<file path="config.mk">
export PLATFORM = sky130hd
export DESIGN_NAME = fpu
export DESIGN_NICKNAME = d
export VERILOG_FILES = /design/src/rtl/fpu.sv
export SDC_FILE = /design/constraint.sdc
export NUM_CORES = 2
export LEC_CHECK = 0
export ABC_AREA = 1
export BUFFER_PORTS_ARGS = -buffer_cell sky130_fd_sc_hd__clkbuf_2
export CAP_MARGIN = 0
export CORE_ASPECT_RATIO = 1.75
export CORE_MARGIN = 1.5
export CORE_UTILIZATION = 35
export CTS_CLUSTER_DIAMETER = 30
export CTS_CLUSTER_SIZE = 25
export DETAILED_ROUTE_END_ITERATION = 12
export PLACE_DENSITY_LB_ADDON = 0.3
export SLEW_MARGIN = 10
export SYNTH_ARGS = -nofsm -noshare
export SYNTH_HDL_FRONTEND = slang
export SYNTH_SLANG_ARGS = --single-unit
</file>
<file path="constraint.sdc">
create_clock -name clk -period 109.5 [get_ports clk]
set_input_delay 5.475 -clock clk [delete_from_list [all_inputs] [get_ports clk]]
set_output_delay 5.475 -clock clk [all_outputs]
set_load 0.02 [all_outputs]
</file>
<file path="src/rtl/fpu.sv">
// Two-stage binary32 add/sub/mul/div unit: operands are registered, the result is
// computed combinationally with round-to-nearest-even and flush-to-zero, then registered.
module fpu (
   input  logic        clk,
   input  logic        reset_n,
   input  logic [31:0] A,
   input  logic [31:0] B,
   input  logic [1:0]  opcode,
   output logic [31:0] O
);

   localparam logic [1:0]  OP_ADD = 2'b00;
   localparam logic [1:0]  OP_SUB = 2'b01;
   localparam logic [1:0]  OP_MUL = 2'b10;
   localparam logic [31:0] QNAN   = 32'h7FC0_0000;

   logic [31:0] a_d, a_q, b_d, b_q, o_d, o_q;
   logic [1:0]  op_d, op_q;

   always_comb begin
      a_d  = A;
      b_d  = B;
      op_d = opcode;
   end

   always_ff @(posedge clk or negedge reset_n) begin
      if (!reset_n) begin
         a_q  <= '0;
         b_q  <= '0;
         op_q <= '0;
         o_q  <= '0;
      end else begin
         a_q  <= a_d;
         b_q  <= b_d;
         op_q <= op_d;
         o_q  <= o_d;
      end
   end

   assign O = o_q;

   // Operand decode; exponent field 0 (zero or denormal) is treated as signed zero.
   logic        sa, sb, sb_eff;
   logic [7:0]  ea, eb;
   logic [23:0] ma, mb;
   logic        a_zero, a_inf, a_nan, b_zero, b_inf, b_nan;
   logic signed [11:0] ea_x, eb_x;

   always_comb begin
      sa     = a_q[31];
      sb     = b_q[31];
      sb_eff = b_q[31] ^ (op_q == OP_SUB);
      ea     = a_q[30:23];
      eb     = b_q[30:23];
      a_zero = (ea == 8'h00);
      b_zero = (eb == 8'h00);
      a_inf  = (ea == 8'hFF) && (a_q[22:0] == 23'd0);
      b_inf  = (eb == 8'hFF) && (b_q[22:0] == 23'd0);
      a_nan  = (ea == 8'hFF) && (a_q[22:0] != 23'd0);
      b_nan  = (eb == 8'hFF) && (b_q[22:0] != 23'd0);
      ma     = a_zero ? 24'd0 : {1'b1, a_q[22:0]};
      mb     = b_zero ? 24'd0 : {1'b1, b_q[22:0]};
      ea_x   = {4'd0, ea};
      eb_x   = {4'd0, eb};
   end

   // Add/sub: 27-bit working mantissa = 24 significant bits + guard, round, sticky.
   logic        add_swap, s_big, eff_sub, add_zero, lz_found;
   logic [7:0]  e_big, e_small, exp_diff;
   logic [23:0] m_big, m_small;
   logic [4:0]  shamt, lz;
   logic [50:0] small_wide;
   logic [26:0] small_al, add_n;
   logic [27:0] add_raw;
   logic signed [11:0] e_big_x, add_exp;

   always_comb begin
      add_swap   = {eb, mb} > {ea, ma};
      s_big      = add_swap ? sb_eff : sa;
      e_big      = add_swap ? eb : ea;
      e_small    = add_swap ? ea : eb;
      m_big      = add_swap ? mb : ma;
      m_small    = add_swap ? ma : mb;
      e_big_x    = {4'd0, e_big};
      eff_sub    = sa ^ sb_eff;
      exp_diff   = e_big - e_small;
      shamt      = (exp_diff > 8'd27) ? 5'd27 : exp_diff[4:0];
      small_wide = {m_small, 27'd0} >> shamt;
      small_al   = {small_wide[50:25], |small_wide[24:0]};
      if (eff_sub) begin
         add_raw = {1'b0, m_big, 3'b000} - {1'b0, small_al};
      end else begin
         add_raw = {1'b0, m_big, 3'b000} + {1'b0, small_al};
      end
      add_zero = (add_raw == 28'd0);

      lz       = 5'd0;
      lz_found = 1'b0;
      for (int i = 26; i >= 0; i--) begin
         if (!lz_found) begin
            if (add_raw[i]) begin
               lz_found = 1'b1;
            end else begin
               lz = lz + 5'd1;
            end
         end
      end

      if (add_raw[27]) begin
         add_n   = {add_raw[27:2], add_raw[1] | add_raw[0]};
         add_exp = e_big_x + 12'sd1;
      end else begin
         add_n   = add_raw[26:0] << lz;
         add_exp = e_big_x - {7'd0, lz};
      end
   end

   // Multiply: product lies in [2^46, 2^48), so normalisation is at most one place.
   logic [47:0] prod;
   logic [26:0] mul_n;
   logic signed [11:0] mul_exp;

   always_comb begin
      prod    = ma * mb;
      mul_n   = prod[47] ? {prod[47:22], |prod[21:0]} : {prod[46:21], |prod[20:0]};
      mul_exp = ea_x + eb_x - 12'sd127 + {11'd0, prod[47]};
   end

   // Restoring divide of ma*2^25 by mb; quotient lies in (2^24, 2^26).
   logic [24:0] rem;
   logic [25:0] quo;
   logic        div_sticky;
   logic [26:0] div_n;
   logic signed [11:0] div_exp;

   always_comb begin
      rem = {1'b0, ma};
      quo = '0;
      for (int i = 25; i >= 0; i--) begin
         if (rem >= {1'b0, mb}) begin
            quo[i] = 1'b1;
            rem    = rem - {1'b0, mb};
         end
         rem = rem << 1;
      end
      div_sticky = (rem != 25'd0);
      div_n      = quo[25] ? {quo, div_sticky} : {quo[24:0], 1'b0, div_sticky};
      div_exp    = ea_x - eb_x + 12'sd127 - {11'd0, ~quo[25]};
   end

   // Special-case selection, then one shared rounding and packing stage.
   logic        res_sign, res_zero, res_special, round_up;
   logic [31:0] special_val;
   logic [26:0] res_n;
   logic [23:0] m24;
   logic [24:0] mr;
   logic [22:0] frac_r;
   logic signed [11:0] res_exp, exp_r;

   always_comb begin
      res_sign    = 1'b0;
      res_zero    = 1'b0;
      res_special = 1'b0;
      special_val = QNAN;
      res_exp     = '0;
      res_n       = '0;

      case (op_q)
         OP_ADD, OP_SUB: begin
            if (a_nan || b_nan) begin
               res_special = 1'b1;
            end else if (a_inf && b_inf) begin
               res_special = 1'b1;
               special_val = (sa == sb_eff) ? {sa, 8'hFF, 23'd0} : QNAN;
            end else if (a_inf) begin
               res_special = 1'b1;
               special_val = {sa, 8'hFF, 23'd0};
            end else if (b_inf) begin
               res_special = 1'b1;
               special_val = {sb_eff, 8'hFF, 23'd0};
            end else begin
               res_sign = add_zero ? (sa & sb_eff) : s_big;
               res_zero = add_zero;
               res_exp  = add_exp;
               res_n    = add_n;
            end
         end
         OP_MUL: begin
            res_sign = sa ^ sb;
            if (a_nan || b_nan || (a_inf && b_zero) || (a_zero && b_inf)) begin
               res_special = 1'b1;
            end else if (a_inf || b_inf) begin
               res_special = 1'b1;
               special_val = {res_sign, 8'hFF, 23'd0};
            end else if (a_zero || b_zero) begin
               res_zero = 1'b1;
            end else begin
               res_exp = mul_exp;
               res_n   = mul_n;
            end
         end
         default: begin
            res_sign = sa ^ sb;
            if (a_nan || b_nan || (a_zero && b_zero) || (a_inf && b_inf)) begin
               res_special = 1'b1;
            end else if (a_inf || b_zero) begin
               res_special = 1'b1;
               special_val = {res_sign, 8'hFF, 23'd0};
            end else if (b_inf || a_zero) begin
               res_zero = 1'b1;
            end else begin
               res_exp = div_exp;
               res_n   = div_n;
            end
         end
      endcase

      m24      = res_n[26:3];
      round_up = res_n[2] & (res_n[1] | res_n[0] | m24[0]);
      mr       = {1'b0, m24} + {24'd0, round_up};
      exp_r    = res_exp + {11'd0, mr[24]};
      frac_r   = mr[24] ? mr[23:1] : mr[22:0];

      if (res_special) begin
         o_d = special_val;
      end else if (res_zero) begin
         o_d = {res_sign, 31'd0};
      end else if (exp_r >= 12'sd255) begin
         o_d = {res_sign, 8'hFF, 23'd0};
      end else if (exp_r <= 12'sd0) begin
         o_d = {res_sign, 31'd0};
      end else begin
         o_d = {res_sign, exp_r[7:0], frac_r};
      end
   end

endmodule

</file>
==> impl_metrics.toml <==
[status]
outcome = "complete, no violations"

[clock_tree]
cts_tree = "yes"
clockRootBuffer = "clkbuf_16"
cts_buffer_depth = 2
clock-sinks = 98
cts_made_buffers = 9
cts.htree.levels = 3
clk_latency_ns = 0.44
clk_pin_slew_ns = 0.08

[global_routing]
antenna_found_initial = 39
grt_pass1_vias = 74756
grt-ovfl-total = 0
grt_max_degree = 60
grtUsageTotal_pct = 30.12
grt_pass1_wl_um = 456300

[sta]
setup-violations-final = 0
clock_skew_ns = 0.01714
fmax_ghz = 0.01001
min_period_ns = 99.89
period_share_pct = 91.22
worst_pin_slew_ns = 1.408
hold-worst-slack_ns = 0.9331
hold_violations = 0
slew-limit-headroom_pct = 5.261
slew_violations = 0

[placement]
dp.cells = 13236
dpl_cell_area_um2 = 72690
place_hpwl_um = 254000
port_buffers = 99
gp_congestion = 1.082

[synthesis]
syn_avg_cell_area_um2 = 6.532
synth-main-ff-cell = "dfrtp_1"
ys_ff_latch = 98
syn-num-nets = 12192
synth_cell_types = 97
yosysWarnings = 0
synth-edff-count = 0
async_flop_share_pct = 100.0
netlist_instances = 10688
netlist_area_um2 = 69820
ys_seq_area_share_pct = 3.513

[finish]
drive_gt1_share_pct = 7.807
area_delta_synth_final_pct = 5.652
fin_cells = 13333
design_area_um2 = 73760
nets = 12195
fin_util_pct = 37.23

[floorplan]
io_pins = 100
initial_core_util_pct = 35.24
core_area_um2 = 198100
std_cell_rows = 216
die-area_um2 = 202300
die_width_um = 340.6
fp.dieH_um = 593.8

[critical_path]
cpMaxStageDelayCell = "o31ai_1"
path_class = "reg2reg"
cpMostUsedCell = "a21oi_1"
cp_data_required_time_ns = 109.85
crit_path_max_fanout = 34
critPathLaunchType = "flip-flop"
max_stage_delay_ns = 0.79
crit_path_end_kind = "flip-flop"
cp.arrival_ns = 100.24

[drt]
drc = 0
drt-initial-drc-count = 5344
first_pass_iters = 9
num_vias = 74828
ant_nets = 0
wirelength_um = 317600
via_per_inst = 5.612
wl_per_cell_um = 23.82

[min_path]
hold_class = "reg2reg"

[job]
maxCapViolCount = 0
-- timing repair --
action | in CTS | in global routing
hold buffers | 0 | 0
resized for setup | 0 | 90
buffers inserted | 0 | 27
endpoints found under the setup margin | 0 | 31
-- layout make-up --
| type | count | area [um2] |
|---|---|---|
| inverters | 1771 | 6749 |
| fillers | 21354 | 124300 |
| repair inverters | 5 | 25.02 |
| repair buffers | 272 | 1819 |
| clock inverters | 7 | 60.06 |
| flip-flops and latches | 98 | 2452 |
| well taps | 2616 | 3273 |
| clock buffers | 9 | 225.2 |
| diodes | 21 | 52.55 |
| multi-input cells | 8534 | 59110 |
-- sequential cells by signal, indices dropped and copies added, names as in the netlist --
name,cells
op_q,2
b_q,32
a_q,32
O,32
-- cell usage after synthesis, drive strengths merged (151+ instances only) --
| cell | number | area (um2) |
|---|---|---|
| xnor2 | 299 | 2619 |
| nand2 | 2652 | 10470 |
| ha | 947 | 11850 |
| inv | 1743 | 6560 |
| a21oi | 782 | 3974 |
| o21ai | 779 | 3989 |
| nand4 | 151 | 965.9 |
| clkbuf | 191 | 1217 |
| xor2 | 387 | 3416 |
| fa | 489 | 9789 |
| nand3 | 629 | 3626 |
| nor2 | 758 | 3194 |
-- final timing paths --
kind | from | end | slack [ns] | cells past startpoint
max | b_q[26] | O[8] | 9.61 | 614
min | op_q[1] | O[31] | 0.93 | 2
max reg2reg | b_q[26] | O[8] | 9.61 | 614
min reg2reg | op_q[1] | O[31] | 0.93 | 2
max in group asynchronous | reset_n | O[11] | 103.09 | 2
min in group asynchronous | reset_n | a_q[22] | 5.03 | 1
-- cells in the final DEF, fill, tap and decap left out, types with 26 or more instances in the layout --
cell type	netlist	layout
nor2_1	690	660
dfrtp_1	98	98
a31oi_1	47	47
nand2_1	2516	2516
nand3_2	43	57
o22ai_1	37	37
xnor2_1	299	299
xor2_1	385	385
o31ai_1	28	26
nand2_4	32	33
nand4_1	149	149
nand2_2	103	102
inv_2	54	65
a221oi_1	35	35
nor3_1	60	59
fa_1	489	489
buf_4	20	169
a21o_1	50	50
nor4_1	58	57
nor2_4	33	36
or2_2	27	27
o21ai_0	707	691
o21ai_1	50	66
inv_1	1684	1657
o21bai_1	81	81
nor2_2	34	65
nand3_4	21	27
nand3_1	565	565
ha_1	947	947
clkbuf_2	0	98
a21oi_1	768	762
-- logic make-up after synthesis --
| logic type | after synthesis | share of synthesized area (%) |
|---|---|---|
| adders and majority gates | 1436 | 30.99 |
| and+or+nand+nor | 4367 | 27.75 |
| buffers and inverters | 2081 | 12.53 |
| xor gates and xnor gates | 686 | 8.644 |
| DFF | 98 | 3.513 |
| AOI/OAI and AO/OA | 2020 | 16.57 |
-- stage by stage --
step	setup TNS [ns]	setup WS, ns
4_1_cts	0	1.817
3_5_place_dp	0	2.059
3_3_place_gp	0	4.268
6_report	0	9.614
2_1_floorplan	0	16.53
5_1_grt	-0.2203	-0.08289
-- worst max-delay path, delay by kind of cell, from the launching register on --
kind | cells | cell delay, ns
buf+inv | 41 | 6.15
flops | 1 | 0.40
xor+xnor | 2 | 0.33
compound gates | 336 | 57.85
simple gates | 206 | 24.62
fa+ha+maj | 29 | 10.10
-- layer usage --
metal | GRT usage (%) | vias up | part of all wire [%]
met5 | 0 | - | 0.046
li1 | - | 34795 | -
met2 | 51.96 | 3419 | 47
met1 | 28.29 | 35011 | 32
met4 | 31.38 | 24 | 13
met3 | 7.115 | 1579 | 7.5
Power is left out: the tool's default activity adds up to more than one toggle a clock period on the data nets, which glitch-free logic cannot reach.
